File: config.mk
export PLATFORM = sky130hd
export DESIGN_NAME = pipe_ctrl_tracker
export DESIGN_NICKNAME = d
export VERILOG_FILES = /design/src/rtl/pipe_ctrl_tracker_pkg.sv /design/src/rtl/pipe_ctrl_tracker_stage.sv /design/src/rtl/pipe_ctrl_tracker.sv
export SDC_FILE = /design/constraint.sdc
export NUM_CORES = 1
export LEC_CHECK = 0
export CORE_MARGIN = 2
export CORE_UTILIZATION = 45
export CTS_CLUSTER_SIZE = 16
export DETAILED_ROUTE_END_ITERATION = 12
export DONT_BUFFER_PORTS = 1
export PLACE_DENSITY = 0.69
export SLEW_MARGIN = 10
export SYNTH_ARGS = -nofsm -noshare
export SYNTH_HDL_FRONTEND = slang
export SYNTH_SLANG_ARGS = --single-unit
export TNS_END_PERCENT = 20
File: constraint.sdc
create_clock -name clk -period 5 [get_ports clk]
set_input_delay 1.25 -clock clk [delete_from_list [all_inputs] [get_ports clk]]
set_output_delay 1.25 -clock clk [all_outputs]
set_load 0.005 [all_outputs]
File: src/rtl/pipe_ctrl_tracker_pkg.sv
// ---------------------------------------------------------------------------
// pipe_ctrl_tracker_pkg
//   Shared types and constants for the pipeline-control tracker.
//   - WB_DATA_ALU / WB_DATA_MEM : write-back data source select values
//   - ctrl_bundle_t             : 10-bit control bundle carried EXE -> MEM
//   - wb_bundle_t               : register-file subset carried into WB
//   - make_bundle()             : packs decode fields into a bundle
// ---------------------------------------------------------------------------
package pipe_ctrl_tracker_pkg;

  localparam logic WB_DATA_ALU = 1'b0;
  localparam logic WB_DATA_MEM = 1'b1;

  localparam int REG_ADDR_W   = 5;
  localparam int BUNDLE_W     = 10;
  localparam int WB_BUNDLE_W  = 7;

  // Field order matches the datapath latch layout:
  // {is_branch, wb_wen, wb_addr[4:0], wb_data_src, mem_ren, mem_wen}
  typedef struct packed {
    logic                  is_branch;
    logic                  wb_wen;
    logic [REG_ADDR_W-1:0] wb_addr;
    logic                  wb_data_src;
    logic                  mem_ren;
    logic                  mem_wen;
  } ctrl_bundle_t;

  // WB only drives the register file, so only these fields travel that far.
  typedef struct packed {
    logic                  wb_wen;
    logic [REG_ADDR_W-1:0] wb_addr;
    logic                  wb_data_src;
  } wb_bundle_t;

  // Register 0 is hardwired, so a write aimed at it is captured as a
  // non-write; downstream hazard logic then never stalls on r0.
  function automatic ctrl_bundle_t make_bundle(
    input logic                  is_branch,
    input logic                  wb_wen,
    input logic [REG_ADDR_W-1:0] wb_addr,
    input logic                  wb_data_src,
    input logic                  mem_ren,
    input logic                  mem_wen
  );
    ctrl_bundle_t b;
    b.is_branch   = is_branch;
    b.wb_wen      = wb_wen & (wb_addr != '0);
    b.wb_addr     = wb_addr;
    b.wb_data_src = wb_data_src;
    b.mem_ren     = mem_ren;
    b.mem_wen     = mem_wen;
    return b;
  endfunction

endpackage

File: src/rtl/pipe_ctrl_tracker_stage.sv
// ---------------------------------------------------------------------------
// pipe_ctrl_stage
//   One pipeline stage of control state: a valid bit plus a W-bit bundle.
//   Update priority on each clock edge: rst > stage_rst > stage_en > hold.
// Ports
//   clk, rst            clock, synchronous active-high global reset
//   stage_rst           load a bubble (valid=0, bundle=0)
//   stage_en            load in_valid/in_bundle
//   in_valid, in_bundle contents of the upstream stage (or decode)
//   out_valid,out_bundle registered stage contents
// ---------------------------------------------------------------------------
module pipe_ctrl_stage
  import pipe_ctrl_tracker_pkg::*;
#(
  parameter int W = BUNDLE_W
) (
  input  logic         clk,
  input  logic         rst,
  input  logic         stage_rst,
  input  logic         stage_en,
  input  logic         in_valid,
  input  logic [W-1:0] in_bundle,
  output logic         out_valid,
  output logic [W-1:0] out_bundle
);

  logic         r_valid;
  logic [W-1:0] r_bundle;

  // A stage reset inserts a bubble even while the stage is frozen, so a
  // squash always wins over a stall. With neither asserted, stage_en=0
  // keeps the current instruction in place.
  always_ff @(posedge clk) begin
    if (rst) begin
      r_valid  <= 1'b0;
      r_bundle <= '0;
    end else if (stage_rst) begin
      r_valid  <= 1'b0;
      r_bundle <= '0;
    end else if (stage_en) begin
      r_valid  <= in_valid;
      r_bundle <= in_bundle;
    end
  end

  assign out_valid  = r_valid;
  assign out_bundle = r_bundle;

endmodule

File: src/rtl/pipe_ctrl_tracker.sv
// ---------------------------------------------------------------------------
// pipe_ctrl_tracker
//   Responder side of the pipeline-control interface. Tracks per-stage
//   valid flags and the decoded control bundle through ID->EXE->MEM->WB,
//   obeying the controller's per-stage reset/enable, and returns the hazard
//   feedback (branch, write address/enable, data source) for EXE and MEM.
// Parameters
//   CNT_W                 width of the saturating retired-instruction counter
// Ports
//   clk, rst              clock, synchronous active-high reset
//   if_/id_/exe_/mem_/wb_ rst,en   per-stage reset/enable from controller
//   dec_*                 decoded control fields from ID
//   *_valid               stage valid flags
//   *_exe, *_mem          valid-qualified hazard feedback
//   mem_ren_mem/mem_wen_mem  valid-qualified memory strobes
//   wb_wen_wb, regw_addr_wb, wb_data_src_wb  register-file write controls
//   retired_cnt           valid instructions leaving WB (saturating)
// All outputs are registers or an AND of registers: no input-to-output path.
// ---------------------------------------------------------------------------
module pipe_ctrl_tracker
  import pipe_ctrl_tracker_pkg::*;
#(
  parameter int CNT_W = 32
) (
  input  logic                  clk,
  input  logic                  rst,
  input  logic                  if_rst,
  input  logic                  if_en,
  input  logic                  id_rst,
  input  logic                  id_en,
  input  logic                  exe_rst,
  input  logic                  exe_en,
  input  logic                  mem_rst,
  input  logic                  mem_en,
  input  logic                  wb_rst,
  input  logic                  wb_en,
  input  logic                  dec_wb_wen,
  input  logic [REG_ADDR_W-1:0] dec_wb_addr,
  input  logic                  dec_wb_data_src,
  input  logic                  dec_mem_ren,
  input  logic                  dec_mem_wen,
  input  logic                  dec_is_branch,
  output logic                  if_valid,
  output logic                  id_valid,
  output logic                  exe_valid,
  output logic                  mem_valid,
  output logic                  wb_valid,
  output logic                  is_branch_exe,
  output logic                  wb_wen_exe,
  output logic                  wb_data_src_exe,
  output logic [REG_ADDR_W-1:0] regw_addr_exe,
  output logic                  is_branch_mem,
  output logic                  wb_wen_mem,
  output logic                  wb_data_src_mem,
  output logic [REG_ADDR_W-1:0] regw_addr_mem,
  output logic                  mem_ren_mem,
  output logic                  mem_wen_mem,
  output logic                  wb_wen_wb,
  output logic [REG_ADDR_W-1:0] regw_addr_wb,
  output logic                  wb_data_src_wb,
  output logic [CNT_W-1:0]      retired_cnt
);

  logic         r_if_valid;
  logic         r_id_valid;
  logic [CNT_W-1:0] r_retired_cnt;

  ctrl_bundle_t w_dec_bundle;
  ctrl_bundle_t w_exe_bundle;
  ctrl_bundle_t w_mem_bundle;
  wb_bundle_t   w_mem_to_wb;
  wb_bundle_t   w_wb_bundle;
  logic         w_exe_valid;
  logic         w_mem_valid;
  logic         w_wb_valid;
  logic         w_retire;

  // IF has no upstream: an enabled IF always holds a fetched instruction.
  always_ff @(posedge clk) begin
    if (rst) begin
      r_if_valid <= 1'b0;
    end else if (if_rst) begin
      r_if_valid <= 1'b0;
    end else if (if_en) begin
      r_if_valid <= 1'b1;
    end
  end

  // ID inherits IF's valid; a bubble from id_rst beats a stall on id_en.
  always_ff @(posedge clk) begin
    if (rst) begin
      r_id_valid <= 1'b0;
    end else if (id_rst) begin
      r_id_valid <= 1'b0;
    end else if (id_en) begin
      r_id_valid <= r_if_valid;
    end
  end

  assign w_dec_bundle = make_bundle(dec_is_branch, dec_wb_wen, dec_wb_addr,
                                    dec_wb_data_src, dec_mem_ren, dec_mem_wen);

  pipe_ctrl_stage #(.W(BUNDLE_W)) u_exe (
    .clk        (clk),
    .rst        (rst),
    .stage_rst  (exe_rst),
    .stage_en   (exe_en),
    .in_valid   (r_id_valid),
    .in_bundle  (w_dec_bundle),
    .out_valid  (w_exe_valid),
    .out_bundle (w_exe_bundle)
  );

  pipe_ctrl_stage #(.W(BUNDLE_W)) u_mem (
    .clk        (clk),
    .rst        (rst),
    .stage_rst  (mem_rst),
    .stage_en   (mem_en),
    .in_valid   (w_exe_valid),
    .in_bundle  (w_exe_bundle),
    .out_valid  (w_mem_valid),
    .out_bundle (w_mem_bundle)
  );

  assign w_mem_to_wb.wb_wen      = w_mem_bundle.wb_wen;
  assign w_mem_to_wb.wb_addr     = w_mem_bundle.wb_addr;
  assign w_mem_to_wb.wb_data_src = w_mem_bundle.wb_data_src;

  pipe_ctrl_stage #(.W(WB_BUNDLE_W)) u_wb (
    .clk        (clk),
    .rst        (rst),
    .stage_rst  (wb_rst),
    .stage_en   (wb_en),
    .in_valid   (w_mem_valid),
    .in_bundle  (w_mem_to_wb),
    .out_valid  (w_wb_valid),
    .out_bundle (w_wb_bundle)
  );

  // An instruction retires when WB advances with valid contents; this uses
  // the current WB valid, i.e. the instruction leaving the stage.
  assign w_retire = wb_en & ~wb_rst & w_wb_valid;

  // Counter sticks at all-ones instead of wrapping.
  always_ff @(posedge clk) begin
    if (rst) begin
      r_retired_cnt <= '0;
    end else if (w_retire && (r_retired_cnt != {CNT_W{1'b1}})) begin
      r_retired_cnt <= r_retired_cnt + CNT_W'(1);
    end
  end

  assign if_valid  = r_if_valid;
  assign id_valid  = r_id_valid;
  assign exe_valid = w_exe_valid;
  assign mem_valid = w_mem_valid;
  assign wb_valid  = w_wb_valid;

  // Feedback is gated by stage valid so a stalled-out or squashed slot
  // never looks like a hazard to the controller.
  assign is_branch_exe   = w_exe_valid & w_exe_bundle.is_branch;
  assign wb_wen_exe      = w_exe_valid & w_exe_bundle.wb_wen;
  assign wb_data_src_exe = w_exe_valid & w_exe_bundle.wb_data_src;
  assign regw_addr_exe   = w_exe_valid ? w_exe_bundle.wb_addr : '0;

  assign is_branch_mem   = w_mem_valid & w_mem_bundle.is_branch;
  assign wb_wen_mem      = w_mem_valid & w_mem_bundle.wb_wen;
  assign wb_data_src_mem = w_mem_valid & w_mem_bundle.wb_data_src;
  assign regw_addr_mem   = w_mem_valid ? w_mem_bundle.wb_addr : '0;
  assign mem_ren_mem     = w_mem_valid & w_mem_bundle.mem_ren;
  assign mem_wen_mem     = w_mem_valid & w_mem_bundle.mem_wen;

  assign wb_wen_wb       = w_wb_valid & w_wb_bundle.wb_wen;
  assign regw_addr_wb    = w_wb_valid ? w_wb_bundle.wb_addr : '0;
  assign wb_data_src_wb  = w_wb_valid & w_wb_bundle.wb_data_src;

  assign retired_cnt = r_retired_cnt;

endmodule

# Yosys cells after proc, flatten, opt, wreduce, memory -nomap -nowiden
# Cells that the tools add are included.
# word_totals
regBits,64
latchBits,0
ramBits,0
rom_bits,0
in_bits,22
word_cells,35
n_memories,0
# op_classes
addsub,1
n_mul,0
div_mod_pow,0
order_cmp,0
n_eq_ne,1
shift,0
n_mux,3
bitwise,14
n_reduce_logical,7
# op_table
op,n
adder 32 x 1 -> 32 bit (second input constant),1
inequality test 32 bit (second input constant),1
two-way mux 5 bit,3
AND 1 bit,13
OR reduction 2 bit,5
nonzero test 5 bit,1
logical AND 1 bit,1
NOT 1 bit,1

# Depth between registers and ports, before layout
# Gate-level depths: netlist of run 1.
# depth
depth_word,4
mapped_depth,8
mapped_depth_nobuf,6

# Hierarchy
# Synthesis of run 1 repeated with hierarchy kept, for this count alone.
# unflattened
hier_cells,330
hier_area_um2,2982.9
# modules_own_cells
mod,n_inst,cells_each,area_each_um2
pipe_ctrl_tracker,1,231,1886.8
pipe_ctrl_stage (u_exe ...),2,36,400.4
pipe_ctrl_stage (u_wb),1,27,295.3

# Worst setup path before layout of run 1
# OpenSTA, ideal clock, no wires.
# synth_timing
kind,input to register
startpoint,in wb_en
endpoint,"reg r_retired_cnt[29], in the netlist retired_cnt[29]"
setup_ps,71
t_arrival_ps,2767
t_required_ps,4929
slack_ps,2163
path_stages,7
n_path_buf,2
cell_sequence,buf_4 > nand3b_1 > nor4_1 > o2111ai_1 > clkbuf_1 > or3_1 > a21oi_1
# synth_via
elab_chain_len,3
# synth_lines
item,line_no,source
"start, declared",pipe_ctrl_tracker.sv:36,"input logic wb_en,"
AND 1 bit (2 in series),pipe_ctrl_tracker.sv:142,assign w_retire = wb_en & ~wb_rst & w_wb_valid;
logical AND 1 bit,pipe_ctrl_tracker.sv:148,end else if (w_retire && (r_retired_cnt != {CNT_W{1'b1}})) begin
"end signal, assigned",pipe_ctrl_tracker.sv:149,r_retired_cnt <= r_retired_cnt + CNT_W'(1);
"end, declared",pipe_ctrl_tracker.sv:66,logic [CNT_W-1:0] r_retired_cnt;
# Every way passes these cells.
# A chain may end at the register's enable or synchronous reset.

# Worst setup path after layout of run 1
# layout_timing
startpoint,in wb_rst
endpoint,"reg r_retired_cnt[27], in the netlist retired_cnt[27]"
# layout_via
elab_chain_len,4
# layout_lines
item,line_no,source
"start, declared",pipe_ctrl_tracker.sv:35,"input logic wb_rst,"
NOT 1 bit,pipe_ctrl_tracker.sv:142,
AND 1 bit (2 in series),pipe_ctrl_tracker.sv:142,
logical AND 1 bit,pipe_ctrl_tracker.sv:148,
# Every way passes these cells.

==> metrics, run 1 <==
outcome completed; grt ovf 0; Synth Register Bits 64; Pwr Density 340 nW/um^2; worst min-delay path category register to register; clock buffer depth 2; main area contributors after synthesis dfxtp_1, mux2i_1, and2_1; unrepaired setup endpoints after global routing false; internal power 0.000861 W; cts bufs inserted 9; starting density of the core 46.0%; Period minus WS final 3290 ps; final hold vios 0; post-synthesis async set-or-reset flop share 0%; # Post-CTS Setup Buffers 0; DP HPWL 4570 um; GP Congestion 0.757; TNS Setup 0 ps; Horiz. Die Dim 84.4 um; IO Pins 84; post-synth top area share 44.1%; Clock Sinks 64; via-per-instance ratio 5.84; DR pass1 iterations 4; CTS tree built; Final period util 65.8%; Flop pwr share 47.6%; Iter 0 DRT Violations 78; WS Path Type input port to register; Clock power frac 50.8%; Syn-to-layout area delta 9.69%; PnR worst setup slack 1710 ps; crit path max fanout 13; post-route ant nets 0; clock transition at the registers of the reported paths 80 ps; worst skew pair latency 340 ps; Crit. End Element register; Critical Path Source Type input port; peak supply drop 0.000261 V; row count 29; fill count 617; Nets 344; number of synthesized flops with an enable pin 0; Clock Skew 8.16 ps; Die ar. 7110 um^2; net load switching power 0.000223 W; Core Util, Final 50.5%; FF/Latch Area 1280 um^2; # setup viols final 0; largest net degree at the start of global routing 41; WL final 6480 um; P_leak 1.13 nW; MaxCap Viol Count 0; layout cells sized above 1 7.36%; Final Power 0.00108 W; post-synth cell types 41; overall via count from detail_route 2353; most used flip-flop cell after synthesis dfxtp_1; Seq/Total Area, Yosys 44.1%; Port Buffers 0; Yosys warning count 0; syn_nets 351; commonest non-fill, non-tap cells in the layout dfxtp_1, nor2_1, mux2i_1, and2_1, a21oi_1; leading cell type in the layout, fill and taps excluded dfxtp_1; core outline area 6310 um^2; design area 3190 um^2; Die Y-Extent 84.4 um; Tot GR Track Use 18.2%; antenna violations before repair 0; combinational power share 1.5%; r2r setup slk 2140 ps; post_cts resized 0; fin. max-slew vios 0; largest area contributor in the netlist dfxtp_1; routed len/inst 16.1 um; first-pass GRT wire length 10500 um; Place WS 1380 ps; switch share 20.6%; Least-Margin Pin Slew 878 ps; Slew headroom 41.4%; CTS Root Cell clkbuf_8; Mapped Cells 328; vias in the first global route 2141; Remaining DRCs 0; crit path DAT 3560 ps; hold-fix buffers at CTS 0; Mapped Area 2910 um^2; FMAX 304 MHz; area of the multi-input gates 1540 um^2; syn_area_per_cell 8.86 um^2; WP data required 5270 ps; Ant. Diodes 0; Area after DPL 2930 um^2; CTS H-tree lvls 3
==> per-stage QoR <==
stage,instances,hold WS (ps)
CTS,403,492
finish,403,488
floorplan,328,452
detailed placement,387,472
global route,403,509
global placement,387,469
==> layer usage <==
metal,global-route usage [%],up-vias,wire length (um)
met4,5.63,0,46
met5,0,-,0
li1,-,1183,-
met2,29.7,57,3200
met3,8.16,5,506
met1,21.8,1108,2720
==> layout make-up <==
class / instances / share of cell area [%]
Multi-Input combinational cell: 241 / 48.4
Clock buffer: 9 / 3.89
Sequential cell: 64 / 40.2
Tap cell: 77 / 3.02
Clock inverter: 7 / 3.93
Inverter: 5 / 0.589
==> cells by family after synthesis <==
kind of cell,count (synthesis),share of synthesized area [%]
compound gates,58,12.3
fa+ha+maj,1,0.431
buf+inv,23,3.14
simple gates,148,28.5
xor+xnor,4,1.21
mux,30,10.3
flops,64,44.1
==> worst max-delay path, cell delays in order <==
cell       delay, ps
nand3b_1         390
nor4_1           580
o2111ai_1        540
or4_1            630
a21oi_1          160
==> path summary, 6_finish.rpt <==
kind | cells past startpoint | start | end
min reg2reg | 2 | u_wb.out_bundle[0]$_SDFFE_PP0P_ | u_wb.out_bundle[0]$_SDFFE_PP0P_
max | 5 | wb_rst | retired_cnt[27]$_SDFFE_PP0P_
min | 2 | u_wb.out_bundle[0]$_SDFFE_PP0P_ | u_wb.out_bundle[0]$_SDFFE_PP0P_
max reg2reg | 5 | u_wb.out_valid$_SDFFE_PP0P_ | retired_cnt[27]$_SDFFE_PP0P_
==> power groups by stage <==
stage / combinational, W / sequential [W] / clock [W]
2_1_floorplan: 0.0000244 / 0.000527 / 0
3_3_place_gp: 0.0000166 / 0.000528 / 0
3_5_place_dp: 0.0000168 / 0.000528 / 0
4_1_cts: 0.0000169 / 0.000516 / 0.000563
5_1_grt: 0.0000183 / 0.000517 / 0.000590
6_report: 0.0000166 / 0.000516 / 0.000551
==> sequential cells by signal, indices dropped and copies added (netlist names) <==
register	cells
u_exe.out_valid	1
u_wb.out_bundle	7
u_mem.out_bundle	10
u_wb.out_valid	1
retired_cnt	32
id_valid	1
u_mem.out_valid	1
u_exe.out_bundle	10
if_valid	1
==> synth_stat cells (5+ instances only) <==
cell type / number
o21ai_0: 15
nand4_1: 6
inv_1: 5
and3_1: 5
and2_1: 25
clkbuf_1: 14
nor2_1: 39
a21oi_1: 22
nand2_1: 11
or4_1: 10
o31ai_1: 8
or3_1: 17
mux2i_1: 30
nor3_1: 6
nand3_1: 9
dfxtp_1: 64
Power figures use the tool's default switching activity.
==> run 2: changes to the inputs <==
Settings changed: PLACE_DENSITY 0.69 to 0.71.
Clock period 5 ns to 2.7 ns, I/O delays scaled along.
==> run 2 against run 1 <==
Cell count increased by 1.5%. First-iteration DRC count increased by 40%. Flip-flop and latch count unchanged. Largest power group unchanged. Sequential share of layout area decreased by 0.39 points. Global-route usage increased by 0.63 points. Clock power increased by 80%. Critical path type is now register to register. Largest cell class unchanged. Worst setup slack got worse by 1300 ps. Register-to-register slack got worse by 1700 ps.
==> metrics, run 2 (synthesized netlist as in run 1, its figures left out) <==
outcome completed (unchanged); fill count 614 (was 617); post_cts resized 0 (unchanged); Horiz. Die Dim 84.4 um (unchanged); P_leak 1.13 nW (about the same); layout cells sized above 1 9.04% (was 7.36%); hold path cells 1 (was 2); Least-Margin Pin Slew 700 ps (was 878 ps); CTS H-tree lvls 3 (unchanged); worst min-delay path category input port to register (was register to register); core outline area 6310 um^2 (unchanged); largest net degree at the start of global routing 41 (unchanged); WS Path Type register to register (was input port to register); # Post-CTS Setup Buffers 0 (unchanged); DR pass1 iterations 4 (unchanged); crit path DAT 2520 ps (was 3560 ps); reg2reg path depth 6 (was 5); Pwr Density 615 nW/um^2 (was 340 nW/um^2); WP data required 2980 ps (was 5270 ps); row count 29 (unchanged); Slew headroom 53.0% (was 41.4%); Iter 0 DRT Violations 109 (was 78); FMAX 446 MHz; crit path cell chain nand3b_1 > nor4_1 > o2111ai_1 > buf_4 > or3_1 > a21oi_1 (was nand3b_1 > nor4_1 > o2111ai_1 > or4_1 > a21oi_1); DP HPWL 4540 um (was 4570 um); Tot GR Track Use 18.9% (was 18.2%); Remaining DRCs 0 (unchanged); Die ar. 7110 um^2 (unchanged); worst skew pair latency 340 ps (about the same); CTS tree built (unchanged); Critical Path Source Type register (was input port); MaxCap Viol Count 0 (unchanged); Crit. End Element register (unchanged); CTS Root Cell clkbuf_8 (unchanged); clock buffer depth 2 (unchanged); slowest stage delay, CP 470 ps (was 630 ps); hold-fix buffers at CTS 0 (unchanged); commonest non-fill, non-tap cells in the layout dfxtp_1, nor2_1, mux2i_1, and2_1, a21oi_1 (unchanged); Final period util 83.0%; # setup viols final 0 (unchanged); Ant. Diodes 0 (unchanged); unrepaired setup endpoints after global routing false (unchanged); max reg flops 32 (unchanged); antenna violations before repair 0 (unchanged); overall via count from detail_route 2412 (was 2353); GP Congestion 0.829 (was 0.757); cts bufs inserted 9 (unchanged); leading cell type in the layout, fill and taps excluded dfxtp_1 (unchanged); starting density of the core 46.0% (unchanged); Place WS 299 ps (was 1380 ps); Clock Skew 8.90 ps (was 8.16 ps); crit path max fanout 10 (was 13); first-pass GRT wire length 10800 um (was 10500 um); final hold vios 0 (unchanged); peak supply drop 0.000420 V (was 0.000261 V); Period minus WS final 2240 ps; WL final 6430 um (was 6480 um); Port Buffers 0 (unchanged); Nets 350 (was 344); Die Y-Extent 84.4 um (unchanged); Clock Sinks 64 (unchanged); IO Pins 84 (unchanged); TNS Setup 0 ps (unchanged); via-per-instance ratio 5.90 (was 5.84); routed len/inst 15.7 um (was 16.1 um); PnR worst setup slack 460 ps (was 1710 ps); Syn-to-layout area delta 10.8% (was 9.69%); post-route ant nets 0 (unchanged); grt ovf 0 (unchanged); fin. max-slew vios 0 (unchanged); Slowest-stage cell, CP dfxtp_1 (was or4_1); vias in the first global route 2321 (was 2141); clock transition at the registers of the reported paths 70 ps (was 80 ps)
## run 2: layout make-up
class	instances	area, um^2	share of cell area (%)
Multi-Input combinational cell	241	1530	47.6
Timing Repair Buffer	6	45.0	1.40
Sequential cell	64	1280	39.8
Inverter	5	18.8	0.583
Clock inverter	7	120	3.73
Clock buffer	9	124	3.85
Tap cell	77	96.3	2.99
## run 2: critical path: cells and delay by family, from the launching register on
kind | cells | cell delay (ps)
flops | 1 | 470
compound gates | 2 | 460
buf+inv | 1 | 260
simple gates | 3 | 1000
## run 2: path summary, 6_finish.rpt
| path | startpoint | endpoint | slack [ps] |
|---|---|---|---|
| hold reg to reg | u_mem.out_bundle[9]$_SDFFE_PP0P_ | u_mem.out_bundle[9]$_SDFFE_PP0P_ | 490 |
| setup reg to reg | u_wb.out_valid$_SDFFE_PP0P_ | retired_cnt[25]$_SDFFE_PP0P_ | 460 |
| setup / recovery | u_wb.out_valid$_SDFFE_PP0P_ | retired_cnt[25]$_SDFFE_PP0P_ | 460 |
| hold / removal | rst | retired_cnt[31]$_SDFFE_PP0P_ | 410 |
## run 2: per-stage QoR
step,instances,instance area (um^2),total power (W),hold WS (ps),util (%)
3_3_place_gp,393,2970,0.00101,467,47.1
3_5_place_dp,393,2970,0.00101,473,47.1
2_1_floorplan,328,2910,0.00102,452,-
4_1_cts,409,3220,0.00200,390,51.0
6_report,409,3220,0.00198,406,51.0
5_1_grt,409,3220,0.00205,383,51.0
## run 2: routing by layer
metal,global-route usage (%),wire (um)
met3,6.29,437
met4,10.1,122
met5,0,0
met2,30.4,3180
met1,22.3,2700
## run 2: report_power, final
group | switching (W) | internal [W] | total [W] | leakage (nW)
logic | 0.0000120 | 0.0000191 | 0.0000311 | 0.497
registers | 0.00000548 | 0.000951 | 0.000956 | 0.517
clock network | 0.000379 | 0.000614 | 0.000993 | 0.119
total | 0.000397 | 0.00158 | 0.00198 | 1.13
==> run 3: changes to the inputs <==
Settings changed: PLACE_DENSITY 0.71 to 0.69.
Clock period 2.7 ns to 2.3 ns, I/O delays scaled along.
==> run 3 against run 2 <==
Non-clock buffer count grew 9. Sequential power grew 17%. Global-route usage shrank 0.11 points. Register-to-register slack lost 310 ps. Wire length grew 3.5%. Critical path depth shrank 1. Largest power group is now registers.
==> metrics, run 3 (synthesized netlist as in run 1, its figures left out) <==
outcome completed (unchanged); peak supply drop 0.000446 V (was 0.000420 V); Slew headroom 71.2% (was 53.0%); WP data required 2580 ps (was 2980 ps); unrepaired setup endpoints after global routing false (unchanged); met3 wire length 566 um (was 437 um); largest net degree at the start of global routing 41 (unchanged); design area 3280 um^2 (was 3220 um^2); # setup viols final 0 (unchanged); commonest non-fill, non-tap cells in the layout dfxtp_1, nor2_1, mux2i_1, and2_1, a21oi_1 (unchanged); Horiz. Die Dim 84.4 um (unchanged); crit path max fanout 7 (was 10); P_leak 1.17 nW (was 1.13 nW); net load switching power 0.000502 W (was 0.000397 W); layout cells sized above 1 11.7% (was 9.04%); CP bufs+invs 0 (was 1); WL met1 2780 um (was 2700 um); antenna violations before repair 0 (unchanged); leading cell type in the layout, fill and taps excluded dfxtp_1 (unchanged); CTS Root Cell clkbuf_8 (unchanged); WS Path Type register to register (unchanged); Flop pwr share 49.6% (was 48.3%); Area after DPL 3040 um^2 (was 2970 um^2); IO Pins 84 (unchanged); MaxCap Viol Count 0 (unchanged); DR pass1 iterations 4 (unchanged); vias in the first global route 2187 (was 2321); Clock power frac 48.8% (was 50.2%); Levels on crit path 5 (was 6); Die Y-Extent 84.4 um (unchanged); Top Metal Used met4 (unchanged); Remaining DRCs 0 (unchanged); clock transition at the registers of the reported paths 70 ps (about the same); max reg flops 32 (unchanged); DP HPWL 4740 um (was 4540 um); first-pass GRT wire length 10600 um (was 10800 um); slowest stage delay, CP 490 ps (was 470 ps); Die ar. 7110 um^2 (unchanged); Final period util 93.3% (was 83.0%); Pwr Density 690 nW/um^2 (was 615 nW/um^2); routed len/inst 15.9 um (was 15.7 um); Slowest-stage cell, CP or3_1 (was dfxtp_1); via-per-instance ratio 5.80 (was 5.90); Crit. End Element register (unchanged); GP Congestion 0.781 (was 0.829); core outline area 6310 um^2 (unchanged); Clock Sinks 64 (unchanged); # Post-CTS Setup Buffers 0 (unchanged); crit path DAT 2420 ps (was 2520 ps); worst skew pair latency 350 ps (was 340 ps); combinational power share 1.6% (about the same); WL final 6660 um (was 6430 um); final hold vios 0 (unchanged); row count 29 (unchanged); Tot GR Track Use 18.8% (was 18.9%); Clock Skew 7.36 ps (was 8.90 ps); cts bufs inserted 9 (unchanged); TNS Setup 0 ps (unchanged); Nets 359 (was 350); CTS tree built (unchanged); worst min-delay path category input port to register (unchanged); internal power 0.00176 W (was 0.00158 W); clock buffer depth 2 (unchanged); switch share 22.2% (was 20.0%); fin. max-slew vios 0 (unchanged); reg2reg path depth 5 (was 6); overall via count from detail_route 2426 (was 2412); post-route ant nets 0 (unchanged); Least-Margin Pin Slew 426 ps (was 700 ps); hold path cells 1 (unchanged); Iter 0 DRT Violations 85 (was 109); Syn-to-layout area delta 12.8% (was 10.8%); crit path cell chain nand4_2 > or2_1 > or3_1 > or4_1 > a21oi_1 (was nand3b_1 > nor4_1 > o2111ai_1 > buf_4 > or3_1 > a21oi_1); starting density of the core 46.0% (unchanged); FMAX 466 MHz (was 446 MHz); grt ovf 0 (unchanged); Period minus WS final 2150 ps (was 2240 ps); Port Buffers 0 (unchanged); Largest delay share family, worst path simple AND/OR/NAND/NOR gates (unchanged); WL met2 3240 um (was 3180 um); Critical Path Source Type register (unchanged); Ant. Diodes 0 (unchanged); CTS H-tree lvls 3 (unchanged)
[run 3: changes by cell type in the layout (fill, tap and decap cells not counted), sizes merged]
cell / before / now
buf: 6 / 15
bufinv: 3 / 2
inv: 5 / 6
[run 3: final cells by class]
| class | instances | area, um^2 |
|---|---|---|
| inverters | 5 | 18.8 |
| clock buffers | 9 | 124 |
| multi-input cells | 241 | 1540 |
| clock inverters | 7 | 105 |
| well taps | 77 | 96.3 |
| fillers | 608 | 3040 |
| flip-flops and latches | 64 | 1280 |
| repair buffers | 15 | 113 |
[run 3: per-layer routing]
layer | global-route usage, % | vias to the layer above
li1 | - | 1211
met1 | 22.4 | 1137
met2 | 30.1 | 71
met3 | 8.75 | 7
met4 | 6.06 | 0
met5 | 0 | -
[run 3: final timing paths]
kind	start	to	slack (ps)
worst max-delay path	retired_cnt[5]$_SDFFE_PP0P_	retired_cnt[13]$_SDFFE_PP0P_	150
worst min-delay path	id_rst	id_valid$_SDFFE_PP0P_	290
worst max register to register	retired_cnt[5]$_SDFFE_PP0P_	retired_cnt[13]$_SDFFE_PP0P_	150
worst min register to register	u_wb.out_bundle[3]$_SDFFE_PP0P_	u_wb.out_bundle[3]$_SDFFE_PP0P_	500
[run 3: power groups by stage]
stage	registers [W]	logic, W	clock network (W)
floorplan	0.00115	0.0000530	0
global placement	0.00115	0.0000360	0
detailed placement	0.00115	0.0000367	0
CTS	0.00112	0.0000368	0.00113
global route	0.00112	0.0000402	0.00118
finish	0.00112	0.0000365	0.00110
[run 3: through the flow]
step,std cells,util [%],hold slack (ps),worst slack (ps),power (W)
after floorplan,328,-,452,138,0.00120
after global placement,402,48.2,469,119,0.00118
after detailed placement,402,48.2,482,1.60,0.00119
after CTS,418,51.8,275,163,0.00228
after global routing,418,51.9,266,37.6,0.00234
final,418,51.9,289,154,0.00226
[run 3: repair_timing]
action | 4_1_cts | 5_1_grt
endpoints found under the setup margin | 0 | 4
resized for setup | 0 | 1
hold buffers | 0 | 0
